==> src/rtl/menu_pkg.sv <==
// Shared types, default colours and geometry helpers for the menu selector.
package menu_pkg;

    typedef enum logic [1:0] {
        ST_IDLE,
        ST_ARMED,
        ST_FIRE
    } state_e;

    localparam logic [11:0] COLOR_IDLE_DEF    = 12'h446;
    localparam logic [11:0] COLOR_HOVER_DEF   = 12'h88C;
    localparam logic [11:0] COLOR_PRESSED_DEF = 12'hFF0;

    function automatic int idx_width(input int n);
        return (n <= 1) ? 1 : $clog2(n);
    endfunction

    function automatic int ITEM_Y(input int y0, input int h,
                                  input int gap, input int k);
        return y0 + k * (h + gap);
    endfunction

endpackage

==> src/rtl/menu_hit_test.sv <==
// Combinational point-in-button test over a vertical stack of N_ITEMS buttons.
module menu_hit_test
    import menu_pkg::*;
#(
    parameter int N_ITEMS = 3,
    parameter int BTN_X   = 412,
    parameter int BTN_W   = 200,
    parameter int BTN_Y0  = 200,
    parameter int BTN_H   = 60,
    parameter int BTN_GAP = 40,
    parameter int IW      = 2
) (
    input  logic [11:0]   x_i,
    input  logic [11:0]   y_i,
    output logic          hit_o,
    output logic [IW-1:0] idx_o
);

    logic [31:0] xv;
    logic [31:0] yv;
    logic        x_in;

    assign xv   = {20'd0, x_i};
    assign yv   = {20'd0, y_i};
    assign x_in = (xv >= 32'(BTN_X)) && (xv < 32'(BTN_X + BTN_W));

    always_comb begin
        hit_o = 1'b0;
        idx_o = '0;
        for (int k = 0; k < N_ITEMS; k++) begin
            if (x_in && !hit_o
                && yv >= 32'(ITEM_Y(BTN_Y0, BTN_H, BTN_GAP, k))
                && yv <  32'(ITEM_Y(BTN_Y0, BTN_H, BTN_GAP, k) + BTN_H)) begin
                hit_o = 1'b1;
                idx_o = IW'(k);
            end
        end
    end

endmodule

==> src/rtl/menu_select_ctl.sv <==
// Menu button overlay and press/release selection FSM in the VGA pixel path.
module menu_select_ctl
    import menu_pkg::*;
#(
    parameter int          N_ITEMS       = 3,
    parameter int          BTN_X         = 412,
    parameter int          BTN_W         = 200,
    parameter int          BTN_Y0        = 200,
    parameter int          BTN_H         = 60,
    parameter int          BTN_GAP       = 40,
    parameter logic [11:0] COLOR_IDLE    = COLOR_IDLE_DEF,
    parameter logic [11:0] COLOR_HOVER   = COLOR_HOVER_DEF,
    parameter logic [11:0] COLOR_PRESSED = COLOR_PRESSED_DEF,
    localparam int         IW            = idx_width(N_ITEMS)
) (
    input  logic          pclk,
    input  logic          rst,
    input  logic          menu_active,
    input  logic [10:0]   vcount_in,
    input  logic [10:0]   hcount_in,
    input  logic          vsync_in,
    input  logic          hsync_in,
    input  logic          vblnk_in,
    input  logic          hblnk_in,
    input  logic [11:0]   rgb_in,
    input  logic [11:0]   xpos,
    input  logic [11:0]   ypos,
    input  logic          mouse_left,
    output logic [10:0]   vcount_out,
    output logic [10:0]   hcount_out,
    output logic          vsync_out,
    output logic          hsync_out,
    output logic          vblnk_out,
    output logic          hblnk_out,
    output logic [11:0]   rgb_out,
    output logic          select_valid,
    output logic [IW-1:0] select_idx
);

    if (N_ITEMS < 1 || N_ITEMS > 8) begin : g_bad_n
        $error("menu_select_ctl: N_ITEMS out of range");
    end
    if (ITEM_Y(BTN_Y0, BTN_H, BTN_GAP, N_ITEMS - 1) >= 2048) begin : g_bad_y
        $error("menu_select_ctl: item top edge beyond 2047");
    end

    state_e        state_q, state_d;
    logic [IW-1:0] press_idx_q, press_idx_d;
    logic [IW-1:0] sel_idx_q;
    logic          vblnk_q;
    logic [11:0]   mx_q, my_q;
    logic          mouse_left_q;
    logic          hover_valid_q;
    logic [IW-1:0] hover_idx_q;
    logic          m_hit;
    logic [IW-1:0] m_idx;
    logic          p_hit;
    logic [IW-1:0] p_idx;
    logic [10:0]   vc1_q, hc1_q;
    logic          vs1_q, hs1_q, vb1_q, hb1_q;
    logic [11:0]   rgb1_q;
    logic          hit1_q;
    logic [IW-1:0] idx1_q;
    logic [11:0]   rgb_d;
    logic          rise, fall;

    menu_hit_test #(
        .N_ITEMS(N_ITEMS), .BTN_X(BTN_X), .BTN_W(BTN_W),
        .BTN_Y0(BTN_Y0), .BTN_H(BTN_H), .BTN_GAP(BTN_GAP), .IW(IW)
    ) u_mouse_hit (
        .x_i(mx_q), .y_i(my_q), .hit_o(m_hit), .idx_o(m_idx)
    );

    menu_hit_test #(
        .N_ITEMS(N_ITEMS), .BTN_X(BTN_X), .BTN_W(BTN_W),
        .BTN_Y0(BTN_Y0), .BTN_H(BTN_H), .BTN_GAP(BTN_GAP), .IW(IW)
    ) u_pix_hit (
        .x_i({1'b0, hcount_in}), .y_i({1'b0, vcount_in}),
        .hit_o(p_hit), .idx_o(p_idx)
    );

    assign rise         = mouse_left && !mouse_left_q;
    assign fall         = !mouse_left && mouse_left_q;
    assign select_valid = (state_q == ST_FIRE) && menu_active;
    assign select_idx   = select_valid ? press_idx_q : sel_idx_q;

    always_comb begin
        state_d     = state_q;
        press_idx_d = press_idx_q;
        unique case (1'b1)
            (state_q == ST_IDLE): begin
                if (menu_active && rise && hover_valid_q) begin
                    state_d     = ST_ARMED;
                    press_idx_d = hover_idx_q;
                end
            end
            (state_q == ST_ARMED): begin
                if (!menu_active)
                    state_d = ST_IDLE;
                else if (fall)
                    state_d = (hover_valid_q && hover_idx_q == press_idx_q)
                              ? ST_FIRE : ST_IDLE;
            end
            default: state_d = ST_IDLE;
        endcase
    end

    // Blanking beats everything; buttons draw only while the menu is shown.
    always_comb begin
        rgb_d = COLOR_IDLE;
        if (hb1_q || vb1_q)
            rgb_d = 12'h000;
        else if (!menu_active || !hit1_q)
            rgb_d = rgb1_q;
        else if (state_q == ST_ARMED && idx1_q == press_idx_q)
            rgb_d = COLOR_PRESSED;
        else if (hover_valid_q && idx1_q == hover_idx_q)
            rgb_d = COLOR_HOVER;
    end

    always_ff @(posedge pclk) begin
        if (rst) begin
            state_q       <= ST_IDLE;
            press_idx_q   <= '0;
            sel_idx_q     <= '0;
            vblnk_q       <= 1'b0;
            mx_q          <= '0;
            my_q          <= '0;
            mouse_left_q  <= 1'b1;
            hover_valid_q <= 1'b0;
            hover_idx_q   <= '0;
        end else begin
            state_q       <= state_d;
            press_idx_q   <= press_idx_d;
            sel_idx_q     <= select_idx;
            vblnk_q       <= vblnk_in;
            mouse_left_q  <= mouse_left;
            hover_valid_q <= m_hit;
            hover_idx_q   <= m_idx;
            if (vblnk_in && !vblnk_q) begin
                mx_q <= xpos;
                my_q <= ypos;
            end
        end
    end

    always_ff @(posedge pclk) begin
        if (rst) begin
            vc1_q      <= '0;
            hc1_q      <= '0;
            vs1_q      <= 1'b0;
            hs1_q      <= 1'b0;
            vb1_q      <= 1'b0;
            hb1_q      <= 1'b0;
            rgb1_q     <= '0;
            hit1_q     <= 1'b0;
            idx1_q     <= '0;
            vcount_out <= '0;
            hcount_out <= '0;
            vsync_out  <= 1'b0;
            hsync_out  <= 1'b0;
            vblnk_out  <= 1'b0;
            hblnk_out  <= 1'b0;
            rgb_out    <= '0;
        end else begin
            vc1_q      <= vcount_in;
            hc1_q      <= hcount_in;
            vs1_q      <= vsync_in;
            hs1_q      <= hsync_in;
            vb1_q      <= vblnk_in;
            hb1_q      <= hblnk_in;
            rgb1_q     <= rgb_in;
            hit1_q     <= p_hit;
            idx1_q     <= p_idx;
            vcount_out <= vc1_q;
            hcount_out <= hc1_q;
            vsync_out  <= vs1_q;
            hsync_out  <= hs1_q;
            vblnk_out  <= vb1_q;
            hblnk_out  <= hb1_q;
            rgb_out    <= rgb_d;
        end
    end

endmodule

==> config.mk <==
export PLATFORM = sky130hd
export DESIGN_NAME = menu_select_ctl
export DESIGN_NICKNAME = d
export VERILOG_FILES = /design/src/rtl/menu_pkg.sv /design/src/rtl/menu_hit_test.sv /design/src/rtl/menu_select_ctl.sv
export SDC_FILE = /design/constraint.sdc
export NUM_CORES = 1
export LEC_CHECK = 0
export ABC_AREA = 0
export ABC_CLOCK_PERIOD_IN_PS = 2500
export BUFFER_PORTS_ARGS = -buffer_cell sky130_fd_sc_hd__buf_2
export CAP_MARGIN = 25
export CORE_ASPECT_RATIO = 0.5
export CORE_MARGIN = 2
export CORE_UTILIZATION = 57
export CTS_BUF_LIST = sky130_fd_sc_hd__clkbuf_8
export CTS_CLUSTER_DIAMETER = 50
export DETAILED_ROUTE_END_ITERATION = 8
export GPL_TIMING_DRIVEN = 0
export HOLD_SLACK_MARGIN = 0.1
export PLACE_DENSITY = 0.87
export REMOVE_ABC_BUFFERS = 1
export SYNTH_ARGS = -nofsm -noshare
export SYNTH_HDL_FRONTEND = slang
export SYNTH_SLANG_ARGS = --single-unit
export TNS_END_PERCENT = 20
==> constraint.sdc <==
create_clock -name pclk -period 2.5 [get_ports pclk]
set_clock_uncertainty 0.2 [all_clocks]
set_input_delay 0 -clock pclk [delete_from_list [all_inputs] [get_ports pclk]]
set_output_delay 0 -clock pclk [all_outputs]
set_load 0.005 [all_outputs]
==> summary.txt, run 1 <==
Floorplan
  • Std-Cell Rows: 20
  • Die Wd: 116.7 um
  • Die Y: 60.33 um
  • Initial Utilization: 59.24%
  • # IOs: 107

Placed design
  • Placed insts: 540
  • Dpl hpwl: 4412 um
  • GP Congestion: 0.7214
  • I/O Buffers: 102

Clock tree
  • CTS Buf Count: 9
  • Post-CTS setup buffer count: 0
  • Clk buf depth: 2
  • CTS Sinks: 109
  • Root buffer cell: clkbuf_8
  • Cts hold-fix bufs: 112
  • CTS resizes: 0
  • H-tree levels: 3

Outcome
  • Outcome: aborted with a tool error
  • Error: [ERROR RSZ-0060] Max buffer count reached.
  • Fail Step: 4_1_cts

Synth
  • Top cells by area, synth: dfxtp_1 60%, nor2b_1 12%, nand2_1 5.7%, a21oi_1 4.4%, nor2_1 1.8%
  • Post-Syn Instances: 369
  • Top_reg_cell synth: dfxtp_1
  • Mean Syn Cell Area: 9.803 sq um
  • Yosys reg bits: 109
  • EDFF count, synth: 0
  • Synthesis Warnings: 0
  • Post-synth ARST share: 0%
  • Post-synthesis sequential area ratio: 60.33%
  • Top-area cell type share of the netlist area: 60.33%
  • Cell area after synthesis: 0.003617 sq mm
  • Dominant cell type by area after synthesis: dfxtp_1
  • Synth cell types: 40
## metrics by stage
step	worst slack, ns	cell area (sq um)	hold slack (ns)	utilization, %
after floorplan	1.002	3536	-0.1309	-
after global placement	0.5086	4156	0.009925	68.07
after detailed placement	0.6362	4159	0.01255	68.11
## cells in the mapped netlist, types with 2 or more instances
library cell	n
o311ai_0	2
nor4_1	2
a31oi_1	3
and3_1	4
nor2b_1	67
nor3b_1	2
nor3_1	10
nor2_1	17
clkbuf_1	11
inv_1	2
a311oi_1	2
nand3b_1	2
nand2_1	55
mux2_2	2
o21ai_0	7
xnor2_1	5
nand2b_1	4
and2_1	2
or3_1	2
mux2i_1	2
a21oi_1	32
dfxtp_1	109
buf_2	8
## logic make-up after synthesis
group | count (synthesis) | synth area share (%)
and+or+nand+nor | 175 | 25.70
xor gates and xnor gates | 6 | 1.453
buffers and inverters | 21 | 2.456
AOI/OAI and AO/OA | 54 | 8.890
muxes | 4 | 1.176
DFF | 109 | 60.33
==> inputs of run 2 (changes only) <==
- CORE_ASPECT_RATIO: 0.5 -> default
- CORE_UTILIZATION: 57 -> 40
- CTS_BUF_LIST: sky130_fd_sc_hd__clkbuf_8 -> default
- CTS_CLUSTER_DIAMETER: 50 -> default
- HOLD_SLACK_MARGIN: 0.1 -> default
- PLACE_DENSITY: 0.87 -> default
- PLACE_DENSITY_LB_ADDON: default -> 0.15
==> run 2 against run 1 <==
Compared with the run above: synthesized cell count unchanged; the run now ends clean; synthesized area unchanged.
==> summary.txt, run 2 <==
Pwr
  • P_leak: 2.182 nW
  • Peak supply drop: 0.3573 mV
  • PwrDens: 621.9 mW/mm^2

Floorplan
  • Std-Cell Rows: 34
  • Initial Utilization: 41.28%
  • Core area: 0.008763 sq mm
  • Die area: 0.009820 sq mm
  • Die Y: 99.10 um
  • # IOs: 107
  • Die Wd: 99.10 um

Synth
  • EDFF count, synth: 0
  • Mean Syn Cell Area: 9.803 sq um
  • Yosys reg bits: 109
  • Synth cell types: 40
  • Post-Syn Instances: 369
  • Dominant cell type by area after synthesis: dfxtp_1
  • Top_reg_cell synth: dfxtp_1
  • Cell area after synthesis: 0.003617 sq mm
  • Top-area cell type share of the netlist area: 60.33%
  • Synthesis Warnings: 0
  • Most numerous cell in the Yosys netlist: dfxtp_1
  • Top cells by area, synth: dfxtp_1 60%, nor2b_1 12%, nand2_1 5.7%, a21oi_1 4.4%, nor2_1 1.8%
  • Post-synth ARST share: 0%
  • Post-synthesis sequential area ratio: 60.33%
  • Commonest cells in the netlist: 109 x dfxtp_1, 67 x nor2b_1, 55 x nand2_1

STA
  • Top achievable clock speed: 0.4855 GHz
  • Final hold violation count: 0
  • Slew at the pin with the worst max-slew slack: 0.9243 ns
  • Worst slew margin: 38.38%
  • Setup violators final: 0
  • Setup TNS: 0 ns
  • Post-route clock period utilization: 82.40%
  • Slew Viols, Final: 0
  • Min Tclk post-route: 2.060 ns
  • RSZ-0062 raised after global routing: false

Worst hold path
  • Hold Path Class: in2reg

Global routing
  • Antenna violations before repair: 0
  • First-pass GRT wire length: 12,240 um
  • Vias in the first global route: 2,686
  • Largest net degree at the start of global routing: 95
  • GRT Util Overall: 15.52%
  • Global route overflow: 0

Placed design
  • Dpl hpwl: 4532 um
  • GP Congestion: 0.7667
  • I/O Buffers: 102

Critical path
  • CP Capture Type: flip-flop
  • Worst setup path class: in2reg
  • CP Max Fanout: 3
  • Arr. time, crit path: 2.17 ns
  • CP dominant cell by count: dlygate4sd3_1
  • Critical Path Start Type: input pin
  • Crit path buffers/inverters: 3
  • CP cell instances: dlygate4sd3_1 > buf_2 > o311ai_0 > and3_1 > o21ai_1 > nor4b_2 > dlygate4sd3_1
  • CP required: 2.61 ns
  • CP delay by family, top: buffers and inverters
  • Slowest stage delay, CP: 0.57 ns
  • Worst path slowest cell: dlygate4sd3_1

Clock tree
  • CTS Sinks: 109
  • Post-CTS setup buffer count: 0
  • Clk buf depth: 2
  • CTS Buf Count: 9
  • TritonCTS clock tree: done
  • H-tree levels: 3
  • Worst-path clk slew: 0.10 ns
  • Root buffer cell: clkbuf_8
  • Skew-Pair Late Insertion Delay: 0.36 ns

Final layout
  • Layout area overhead: 38.95%
  • Fillers: 781
  • # nets final: 595
  • Inserted Diodes: 0
  • Most frequent cells in the layout: 109 x dfxtp_1, 101 x buf_2, 67 x nor2b_1
  • Commonest non-fill, non-tap cell in the layout: dfxtp_1
  • Post-Route Utilization: 57.35%
  • Share of cells above drive strength 1: 23.22%
  • Biggest regs: rgb1_q (12), rgb_out (12)

Outcome
  • Outcome: complete, no violations

Route
  • WL/cell: 11.56 um
  • Avg Vias per Cell: 4.559
  • First DRT Iteration DRCs: 34
  • Final antenna-violating net count: 0
  • Residual DRC: 0
  • DRT Pass-1 Iters: 4
  • DRT Wirelength: 7422 um
  • Total number of vias: 2,927

Flow run
  • # Max-Cap Violations: 0
## run 2: cell counts after synthesis
Identical to the previous run, type by type.
## run 2: path summary, 6_finish.rpt
kind | slack, ns | startpoint | cells past startpoint | to
worst max-delay path | 0.44 | hcount_in[2] | 7 | idx1_q[0]
worst min-delay path | 0.04 | rst | 2 | hcount_out[4]
worst max register to register | 0.50 | vb1_q | 4 | mx_q[4]
worst min register to register | 0.24 | vc1_q[8] | 1 | vcount_out[8]
## run 2: layout make-up
cell class | instances | area, sq um | share of cell area [%]
Multi-Input combinational cell | 239 | 1346 | 26.79
Clock inverter | 6 | 56.30 | 1.120
Clock buffer | 10 | 127.6 | 2.539
Sequential cell | 109 | 2182 | 43.42
Timing Repair Buffer | 168 | 1171 | 23.30
Tap cell | 108 | 135.1 | 2.689
Inverter | 2 | 7.507 | 0.1494
## run 2: logic make-up (layout without fill, tap and decap cells)
group | count (synthesis) | after routing | synth area share (%)
flip-flops | 109 | 109 | 60.33
multiplexers | 4 | 4 | 1.176
XOR/XNOR | 6 | 6 | 1.453
AO/OA/AOI/OAI | 54 | 54 | 8.890
AND/OR/NAND/NOR | 175 | 175 | 25.70
buffers and inverters | 21 | 186 | 2.456
## run 2: what timing repair did
| action | 4_1_cts | 5_1_grt |
|---|---|---|
| endpoints found under the hold margin | 71 | 0 |
| hold buffers | 65 | 0 |
| resized for setup | 0 | 0 |
## run 2: per-stage QoR
stage | setup WS (ns) | hold WS [ns] | power [W] | std cells | area, sq um
6_report | 0.4401 | 0.04278 | 0.003126 | 642 | 5026
5_1_grt | 0.3383 | 0.07431 | 0.003286 | 642 | 5026
4_1_cts | 0.4285 | 0.04783 | 0.003172 | 642 | 5026
3_5_place_dp | 0.8373 | 0.01503 | 0.002102 | 561 | 4192
3_3_place_gp | 0.2321 | 0.006420 | 0.002095 | 560 | 4182
2_1_floorplan | 1.002 | -0.1309 | 0.001975 | 350 | 3536
## run 2: power by group
group          switching (W)  total [W]  internal, W
combinational       0.000128   0.000302     0.000174
sequential         0.0000273    0.00184      0.00181
clock               0.000603   0.000987     0.000384
total               0.000758    0.00313      0.00237
## run 2: worst register-to-register path: cells and delay by family, from the launching register on
kind / cells / cell delay, ns
AND/OR/NAND/NOR: 2 / 0.66
AO/OA/AOI/OAI: 1 / 0.12
buffers and inverters: 1 / 0.58
flip-flops: 1 / 0.37
## run 2: per-layer routing
layer | routed length, um | vias to the layer above | GRT usage [%] | part of all wire (%)
met1 | 3412 | 1302 | 19.36 | 46
li1 | - | 1536 | - | -
met5 | 0 | - | 0 | 0
met4 | 125 | 0 | 4.847 | 1.7
met3 | 397 | 11 | 4.989 | 5.3
met2 | 3485 | 78 | 25.68 | 47
Power figures use the tool's default switching activity.
